### config.mk
export PLATFORM = sky130hd
export DESIGN_NAME = fp_operand_queue
export DESIGN_NICKNAME = d
export VERILOG_FILES = /design/src/rtl/fp_operand_queue.sv
export SDC_FILE = /design/constraint.sdc
export NUM_CORES = 1
export LEC_CHECK = 0
export ABC_AREA = 1
export BUFFER_PORTS_ARGS = -buffer_cell sky130_fd_sc_hd__buf_2
export CAP_MARGIN = 20
export CORE_MARGIN = 4
export CORE_UTILIZATION = 32
export CTS_CLUSTER_SIZE = 16
export DETAILED_ROUTE_END_ITERATION = 8
export PLACE_DENSITY_LB_ADDON = 0.2
export SKIP_CTS_REPAIR_TIMING = 1
export SYNTH_ARGS = -nofsm -noshare
export SYNTH_HDL_FRONTEND = slang
export SYNTH_SLANG_ARGS = --single-unit
### constraint.sdc
create_clock -name clk -period 4.86 [get_ports clk]
set_input_delay 0.243 -clock clk [delete_from_list [all_inputs] [get_ports clk]]
set_output_delay 0.243 -clock clk [all_outputs]
set_load 0.02 [all_outputs]
### src/rtl/fp_operand_queue.sv
// rtl/fp_operand_queue.sv - operand-pair FIFO feeding a combinational FP adder with a registered result stage
module fp_operand_queue #(
    parameter int WIDTH = 32,
    parameter int DEPTH = 4
) (
    input  logic                       clk,
    input  logic                       rst,
    input  logic                       in_valid,
    output logic                       in_ready,
    input  logic [WIDTH-1:0]           in_a,
    input  logic [WIDTH-1:0]           in_b,
    input  logic [1:0]                 in_rnd,
    output logic [WIDTH-1:0]           add_a,
    output logic [WIDTH-1:0]           add_b,
    output logic [1:0]                 add_rnd,
    input  logic [WIDTH-1:0]           add_result,
    output logic                       out_valid,
    input  logic                       out_ready,
    output logic [WIDTH-1:0]           out_result,
    output logic [2:0]                 out_flags,
    output logic [$clog2(DEPTH):0]     count
);
    localparam int PW     = $clog2(DEPTH);
    localparam int CW     = PW + 1;
    localparam int EXP_W  = 8;
    localparam int FRAC_W = WIDTH - 1 - EXP_W;

    logic [WIDTH-1:0] mem_a   [DEPTH];
    logic [WIDTH-1:0] mem_b   [DEPTH];
    logic [1:0]       mem_rnd [DEPTH];

    logic [PW-1:0] wptr;
    logic [PW-1:0] rptr;
    logic [CW-1:0] count_q;
    logic          empty;
    logic          push;
    logic          pop;

    function automatic logic [2:0] classify(input logic [WIDTH-1:0] v);
        logic [EXP_W-1:0]  e;
        logic [FRAC_W-1:0] f;
        e = v[WIDTH-2 -: EXP_W];
        f = v[FRAC_W-1:0];
        classify = {(&e) && (|f), (&e) && !(|f), !(|e) && !(|f)};
    endfunction

    assign empty    = (count_q == '0);
    assign in_ready = (count_q != CW'(DEPTH));
    assign push     = in_valid && in_ready;
    assign pop      = !empty && (!out_valid || out_ready);
    assign count    = count_q;

    assign add_a   = empty ? '0 : mem_a[rptr];
    assign add_b   = empty ? '0 : mem_b[rptr];
    assign add_rnd = empty ? '0 : mem_rnd[rptr];

    // Storage needs no reset: nothing reads an entry before it is written.
    always_ff @(posedge clk) begin
        if (push) begin
            mem_a[wptr]   <= in_a;
            mem_b[wptr]   <= in_b;
            mem_rnd[wptr] <= in_rnd;
        end
    end

    always_ff @(posedge clk) begin
        if (rst) begin
            wptr       <= '0;
            rptr       <= '0;
            count_q    <= '0;
            out_valid  <= 1'b0;
            out_result <= '0;
            out_flags  <= '0;
        end else begin
            if (push)
                wptr <= wptr + PW'(1);
            if (pop)
                rptr <= rptr + PW'(1);

            if (push && !pop)
                count_q <= count_q + CW'(1);
            else if (pop && !push)
                count_q <= count_q - CW'(1);

            // A pop refills the output register in the same cycle it is consumed.
            if (pop) begin
                out_result <= add_result;
                out_flags  <= classify(add_result);
                out_valid  <= 1'b1;
            end else if (out_valid && out_ready) begin
                out_valid <= 1'b0;
            end
        end
    end
endmodule

==> flow_metrics.py, run 1 <==
metrics = {
    "global_route": {
        "grt_first_pass_wirelength_um": 46500,
        "grt_pass1_vias": 8194,
        "grtUsageTotal": 0.143,
        "grt-ovfl-total": 0,
        "antenna_found_initial": 2,
        "grt_max_degree": 108,
    },
    "logic_synthesis": {
        "netlist_instances": 1030,
        "synth_seq_area_share": 0.733,
        "synth_compound_area_frac": 0.102,
        "synth_fa_ha_area_frac": 0.00686,
        "synthDistinctLibCells": 24,
        "synth_warnings": 0,
        "synth_top_family_by_area": "simple AND/OR/NAND/NOR gates",
        "synthMuxAreaShare": 0,
        "syn_area_mm2": 0.0120,
        "synth-simple-area-share": 0.123,
        "synth-seq-cells": 309,
        "syn_nets": 1138,
        "syn-mean-instance-area_um2": 11.7,
        "synth-xor-area-share": 0.000727,
    },
    "route": {
        "drt_iter0_markers": 359,
        "dr.pass1.iters": 6,
        "postRouteAntennaNets": 0,
        "wl_um": 30500,
        "avgRoutedWirePerCell_um": 16.6,
        "viasPerCell": 4.53,
        "drc": 0,
        "via_count": 8308,
    },
    "finish": {
        "areaGrowthSynthToFinish_pct": 28.4,
        "fillCellCount": 3574,
        "drive_above_1_share": 0.213,
        "regArea_mm2": 0.00884,
        "nets": 1411,
        "multiInputGateArea_mm2": 0.00283,
    },
    "floorplan": {
        "initial_core_util": 0.327,
        "core_area_mm2": 0.0369,
        "die_width_um": 202,
        "die_h_um": 202,
        "core.rowCount": 70,
        "die_area_mm2": 0.0408,
        "io_pins": 208,
    },
    "timing": {
        "max-slew-margin-rel": 0.372,
        "setup-tns-final_ps": 0,
        "whs_ps": -4.98,
        "skew_ps": 17.5,
        "timing_hold_violations_final": 3,
        "finalMaxSlewViolations": 0,
        "period_minus_slack_ps": 3130,
        "period_share": 0.644,
        "grt_setup_unrepaired": "false",
        "worst_pin_slew_ps": 941,
        "finalSetupViolCount": 0,
        "setup_slack_ps": 1730,
        "timing.fmax_ghz": 0.319,
    },
    "status": {
        "violations": "negative hold slack",
        "status": "finished, violations left",
    },
    "critical_path": {
        "max_stage_delay_ps": 780,
        "worst-setup-path-type": "flop to output port",
        "cpMaxStageDelayCell": "buf_4",
        "cp_cell_sequence": "buf_4 -> nor2_1 -> nor2_1 -> o21ai_0 -> a21oi_1 -> buf_2",
        "crit_required_ps": 4620,
        "critPathMaxFanout": 77,
        "startpoint_type": "flop",
        "crit_path_frequent_cell": "nor2_1",
        "crit_arrival_ps": 2890,
        "end_kind": "output port",
    },
    "power": {
        "cellLeakagePower_nw": 5.80,
        "power_density_mw_per_mm2": 611,
        "power_mw": 9.45,
        "peakVddDrop_uv": 266,
    },
    "placed_design": {
        "io_buffers": 207,
        "gp_congestion": 0.713,
        "dpl.hpwl_um": 17600,
        "post-place-ws_ps": 2150,
    },
    "cts": {
        "cts_tree": "built",
        "clock_latency_ps": 510,
        "cts.sinks": 309,
        "root_buffer": "clkbuf_16",
        "htree_levels": 2,
        "cts_buffer_depth": 3,
        "clk_pin_slew_worst_paths_ps": 50,
        "cts_made_buffers": 36,
    },
    "run": {
        "maxCapViolations": 0,
    },
    "min_path": {
        "hold_class": "primary input to flop",
    },
}
==> state kept, by name, indices dropped and copies added (netlist names), named ones only <==
signal      cells
count           3
mem_a         128
mem_b         128
mem_rnd         8
out_flags       3
out_result     32
out_valid       1
rptr            2
wptr            2
==> cells in the final DEF (no fill, tap or decap), drive strengths merged <==
cell type	instances
a21oi	76
and2	1
buf	223
bufinv	1
clkbuf	50
clkinv	15
dfxtp	45
diode	1
dlygate4sd3	73
edfxtp	264
fa	1
ha	5
inv	20
nand2	26
nand3	4
nand3b	1
nor2	354
nor3	1
o21ai	169
xor2	1
==> through the flow <==
stage	instance area, um2	std cells	util
floorplan	12000	1030	-
global placement	13600	1693	0.368
detailed placement	13600	1694	0.368
CTS	14700	1759	0.398
global route	15500	1835	0.420
finish	15500	1835	0.420
==> worst paths after layout <==
| path | start | to | slack (ps) | cells after the start |
|---|---|---|---|---|
| setup reg to reg | count[1] | mem_a[2][25] | 2480 | 5 |
| hold reg to reg | out_flags[2] | out_flags[2] | 470 | 2 |
| setup / recovery | flop | add_a[2] | 1730 | 6 |
| hold / removal | add_result[1] | out_result[1] | -5 | 3 |
==> kinds of logic (layout without fill, tap and decap cells) <==
group / count (synthesis) / count (layout)
xor gates and xnor gates: 1 / 1
AOI/OAI and AO/OA: 245 / 245
other: 0 / 1
DFF: 309 / 309
buffers and inverters: 82 / 382
adders and majority gates: 6 / 6
and+or+nand+nor: 387 / 387
==> per-layer routing <==
metal  vias to the layer above  GRT usage  wire length, um  share of wire
li1                       4130          -                -              -
met1                      3924      0.187            13500           0.44
met2                       202      0.236            14400           0.47
met3                        50     0.0404             1880          0.062
met4                         2     0.0408              646          0.021
met5                         -          0                7        0.00023
==> Yosys cell counts <==
library cell	number	area, um2
nor3_1	1	5.00
nor2_4	1	11.3
dfxtp_1	45	901
ha_1	5	62.6
a21oi_1	76	380
nor2_1	353	1330
inv_1	15	56.3
buf_2	31	155
buf_6	5	56.3
nand3_2	1	10.0
edfxtp_1	264	7930
buf_1	2	7.51
inv_2	5	18.8
and2_1	1	6.26
o21ai_0	79	395
clkbuf_1	13	48.8
nand3b_1	1	7.51
buf_4	10	75.1
nand2_1	26	97.6
nand3_1	3	15.0
xor2_1	1	8.76
fa_1	1	20.0
clkinv_2	1	5.00
o21ai_1	90	450
==> power breakdown <==
group | internal [mW] | switching (mW) | total [mW]
Sequential | 3.26 | 0.182 | 3.44
Combinational | 1.06 | 2.44 | 3.50
Clock | 1.50 | 1.01 | 2.51
Total | 5.81 | 3.63 | 9.45
==> critical path: cells and delay by family, from the launching register on <==
family / cells / cell delay (ps)
AOI/OAI and AO/OA: 2 / 340
buffers and inverters: 2 / 990
DFF: 1 / 760
and+or+nand+nor: 2 / 210
==> layout make-up <==
cell class,count,share of cell area
diodes,1,0.000162
clock buffers,50,0.0650
clock inverters,15,0.00671
inverters,21,0.00534
multi-input cells,639,0.183
flip-flops and latches,309,0.571
well taps,504,0.0408
repair buffers,296,0.128
No activity file was read; power rests on OpenSTA's default activity.
==> inputs of run 2 (changes only) <==
- clock period: 4.86 -> 2.86 ns (I/O delays scaled with it)
==> flow_metrics.py, run 2 (synthesis gave the netlist of run 1 again) <==
metrics = {
    "status": {
        "status": "finished, violations left",
        "violations": "negative hold slack",
    },
    "cts": {
        "cts.sinks": 309,
        "cts_tree": "built",
        "clock_latency_ps": 500,
        "cts_buffer_depth": 3,
        "root_buffer": "clkbuf_16",
        "htree_levels": 2,
        "cts_made_buffers": 36,
        "clk_pin_slew_worst_paths_ps": 60,
    },
    "finish": {
        "drive_above_1_share": 0.212,
        "finalNonFillerCells": 1860,
        "final_common_cell": "nor2_1",
        "largestRegisters": "mem_a (128), mem_b (128), out_result (32)",
        "final_cell_mix": "349 x nor2_1, 264 x edfxtp_1, 207 x buf_2, 98 x dlygate4sd3_1, 90 x o21ai_1",
        "areaGrowthSynthToFinish_pct": 30.2,
        "fin_util": 0.425,
        "nets": 1440,
    },
    "critical_path": {
        "startpoint_type": "flop",
        "crit_arrival_ps": 2580,
        "crit_required_ps": 2720,
        "worst-setup-path-type": "flop to output port",
        "end_kind": "output port",
        "critPathMaxFanout": 58,
    },
    "run": {
        "maxCapViolations": 0,
    },
    "floorplan": {
        "core.rowCount": 70,
        "die_area_mm2": 0.0408,
        "die_h_um": 202,
        "initial_core_util": 0.327,
        "io_pins": 208,
        "die_width_um": 202,
        "core_area_mm2": 0.0369,
    },
    "timing": {
        "timing_hold_violations_final": 1,
        "max-slew-margin-rel": 0.483,
        "timing.fmax_ghz": 0.367,
        "worst_pin_slew_ps": 774,
        "period_minus_slack_ps": 2720,
        "grt_setup_unrepaired": "false",
        "skew_ps": 12.7,
        "finalMaxSlewViolations": 0,
        "period_share": 0.952,
        "finalSetupViolCount": 0,
        "setup-tns-final_ps": 0,
        "whs_ps": -64.7,
    },
    "global_route": {
        "grtUsageTotal": 0.150,
        "antenna_found_initial": 2,
        "grt-ovfl-total": 0,
        "grt_max_degree": 59,
        "grt_first_pass_wirelength_um": 48500,
        "grt_pass1_vias": 8277,
    },
    "power": {
        "power_mw": 16.1,
        "cellLeakagePower_nw": 5.90,
        "power_density_mw_per_mm2": 1030,
        "peakVddDrop_uv": 586,
    },
    "placed_design": {
        "dp.cells": 1700,
        "io_buffers": 207,
        "gp_congestion": 0.763,
        "dpl.hpwl_um": 19900,
    },
    "route": {
        "viasPerCell": 4.57,
        "avgRoutedWirePerCell_um": 17.3,
        "drt_iter0_markers": 580,
        "dr.pass1.iters": 4,
        "postRouteAntennaNets": 0,
        "drc": 0,
        "via_count": 8500,
        "wl_um": 32200,
    },
    "min_path": {
        "hold_class": "primary input to flop",
    },
}
## run 2: cell type report
| class | instances | area, um2 |
|---|---|---|
| clock inverter | 14 | 87.6 |
| inverter | 21 | 81.3 |
| clock buffer | 47 | 963 |
| tap | 504 | 631 |
| fill | 3482 | 21200 |
| antenna | 1 | 2.50 |
| multi-input combinational | 639 | 2830 |
| timing repair buffer | 325 | 2250 |
| sequential | 309 | 8830 |
## run 2: critical path, cell delays in order (launching register included)
cell,delay (ps)
dfxtp_4,510
inv_4,570
buf_4,390
o21ai_1,110
a21oi_1,240
buf_2,220
## run 2: layer usage
metal	share of wire	global-route usage
met5	0.00037	0
met4	0.020	0.0469
met3	0.070	0.0411
met2	0.45	0.231
met1	0.46	0.208
## run 2: path summary, 6_finish.rpt
check	from	endpoint	slack, ps	cells past startpoint
max	flop	add_b[20]	140	5
min	add_result[19]	out_result[19]	-60	3
max reg2reg	count[1]	mem_b[3][6]	700	5
min reg2reg	out_flags[2]	out_flags[2]	460	2
## run 2: where the power goes
group | switching, mW | internal [mW]
logic | 4.22 | 1.83
clock network | 1.71 | 2.45
registers | 0.331 | 5.53
total | 6.26 | 9.82
## run 2: metrics by stage
| stage | worst slack [ps] | hold slack, ps | cell area (um2) |
|---|---|---|---|
| finish | 138 | -64.7 | 15700 |
| global route | 7.53 | 3.27 | 15700 |
| CTS | 117 | -170 | 14700 |
| detailed placement | 665 | 362 | 13600 |
| global placement | 655 | 363 | 13600 |
| floorplan | -351 | 212 | 12100 |
==> inputs of run 3 (changes only) <==
--- a/constraint.sdc
+++ b/constraint.sdc
@@ -3,2 +3,2 @@
 set_output_delay 0.143 -clock clk [all_outputs]
-set_load 0.02 [all_outputs]
+set_load 0.1 [all_outputs]
==> flow_metrics.py, run 3 (synthesis gave the netlist of run 1 again) <==
metrics = {
    "cts": {
        "clock_latency_ps": 510,
        "cts_made_buffers": 36,
        "cts_tree": "built",
        "htree_levels": 2,
        "cts.sinks": 309,
        "clk_pin_slew_worst_paths_ps": 60,
        "root_buffer": "clkbuf_16",
        "cts_buffer_depth": 3,
    },
    "critical_path": {
        "crit_path_frequent_cell": "buf_12",
        "critPathMaxFanout": 52,
        "crit_required_ps": 2720,
        "crit_arrival_ps": 2440,
        "r2r-end": "count[1]",
        "r2r_slack_ps": 760,
        "end_kind": "output port",
        "path_buf_inv": 3,
        "cpMaxStageDelayCell": "dfxtp_4",
        "cp_cell_sequence": "inv_4 -> buf_12 -> o21ai_0 -> a21oi_1 -> buf_12",
        "max_stage_delay_ps": 490,
        "rr_startpoint": "count[0]",
        "r2r_cells": 9,
        "startpoint_type": "flop",
        "worst-setup-path-type": "flop to output port",
        "path_delay_family": "buffers and inverters",
    },
    "finish": {
        "finalNonFillerCells": 1865,
        "fin_util": 0.458,
        "nets": 1443,
        "largestRegisters": "mem_a (128), mem_b (128), out_result (32)",
        "final_common_cell": "nor2_1",
        "areaGrowthSynthToFinish_pct": 40.3,
        "drive_above_1_share": 0.221,
        "final_cell_mix": "349 x nor2_1, 264 x edfxtp_1, 141 x buf_2, 98 x dlygate4sd3_1, 90 x o21ai_1",
    },
    "global_route": {
        "grtUsageTotal": 0.143,
        "grt_first_pass_wirelength_um": 46600,
        "antenna_found_initial": 1,
        "grt_max_degree": 61,
        "grt_pass1_vias": 8045,
        "grt-ovfl-total": 0,
    },
    "min_path": {
        "hold_class": "primary input to flop",
        "holdCritStartpoint": "add_result[26]",
        "holdPathEnd": "out_result[26]",
        "min_path_cells": 3,
    },
    "run": {
        "maxCapViolations": 0,
    },
    "timing": {
        "grt_setup_unrepaired": "false",
        "max-slew-margin-rel": 0.529,
        "finalMaxSlewViolations": 0,
        "setup_slack_ps": 275,
        "setup-tns-final_ps": 0,
        "worst_pin_slew_ps": 706,
        "timing.fmax_ghz": 0.387,
        "skew_ps": 11.0,
        "period_minus_slack_ps": 2590,
        "period_share": 0.904,
        "timing_hold_violations_final": 0,
        "finalSetupViolCount": 0,
    },
    "floorplan": {
        "die_h_um": 202,
        "io_pins": 208,
        "die_area_mm2": 0.0408,
        "core_area_mm2": 0.0369,
        "die_width_um": 202,
        "initial_core_util": 0.327,
        "core.rowCount": 70,
    },
    "route": {
        "drt_iter0_markers": 457,
        "postRouteAntennaNets": 0,
        "dr.pass1.iters": 4,
        "drc": 0,
        "avgRoutedWirePerCell_um": 16.6,
        "highest_layer": "met4",
        "via_count": 8506,
        "wl_um": 30900,
        "viasPerCell": 4.56,
        "wl_met1_um": 13800,
        "dr_wl_met3_um": 1860,
        "routed-wl-met2_um": 14800,
    },
    "placed_design": {
        "gp_congestion": 0.747,
        "dp.cells": 1702,
        "post-place-ws_ps": 670,
        "dpl.hpwl_um": 18300,
        "io_buffers": 207,
    },
    "status": {
        "status": "complete, no violations",
    },
}
-- run 3: cell count changes in the layout (fill, tap and decap cells not counted), sizes merged --
cell,change
bufinv,+3
inv,+2
clkbuf,+1
clkinv,-4
buf,+3
-- run 3: area by class of cell --
class                           instances  area [um2]
Fill cell                            3387       20000
Sequential cell                       309        8840
Timing Repair Buffer                  328        3280
Multi-Input combinational cell        639        2840
Clock buffer                           48        1040
Tap cell                              504         631
Clock inverter                         15         180
Inverter                               21        81.3
Antenna cell                            1        2.50
-- run 3: worst reg2reg max path, delay by kind of cell (launching register included) --
kind	cells	cell delay [ps]
AOI/OAI and AO/OA	2	220
DFF	1	350
buffers and inverters	3	300
and+or+nand+nor	2	500
adders and majority gates	2	620
-- run 3: worst max path at each step --
| stage | end | slack (ps) | cells after the start |
|---|---|---|---|
| floorplan | add_b[10] | 4 | 6 |
| global placement | add_b[29] | 700 | 5 |
| detailed placement | add_b[29] | 670 | 5 |
| CTS | add_b[29] | 120 | 5 |
| global route | add_b[17] | 100 | 5 |
| finish | add_b[10] | 270 | 5 |
-- run 3: stage by stage --
stage	hold slack, ps	cell area, um2
detailed placement	363	14700
global placement	360	14700
global route	13.0	16900
finish	11.1	16900
floorplan	212	12100
CTS	-177	15900
-- run 3: metal layers --
layer,global-route usage,up-vias
li1,-,4192
met4,0.0330,0
met2,0.234,207
met5,0,-
met1,0.192,4071
met3,0.0380,36
Power of run 3 is not shown: default switching activity piles up to over one toggle a cycle in this logic, so the estimate is an artifact.
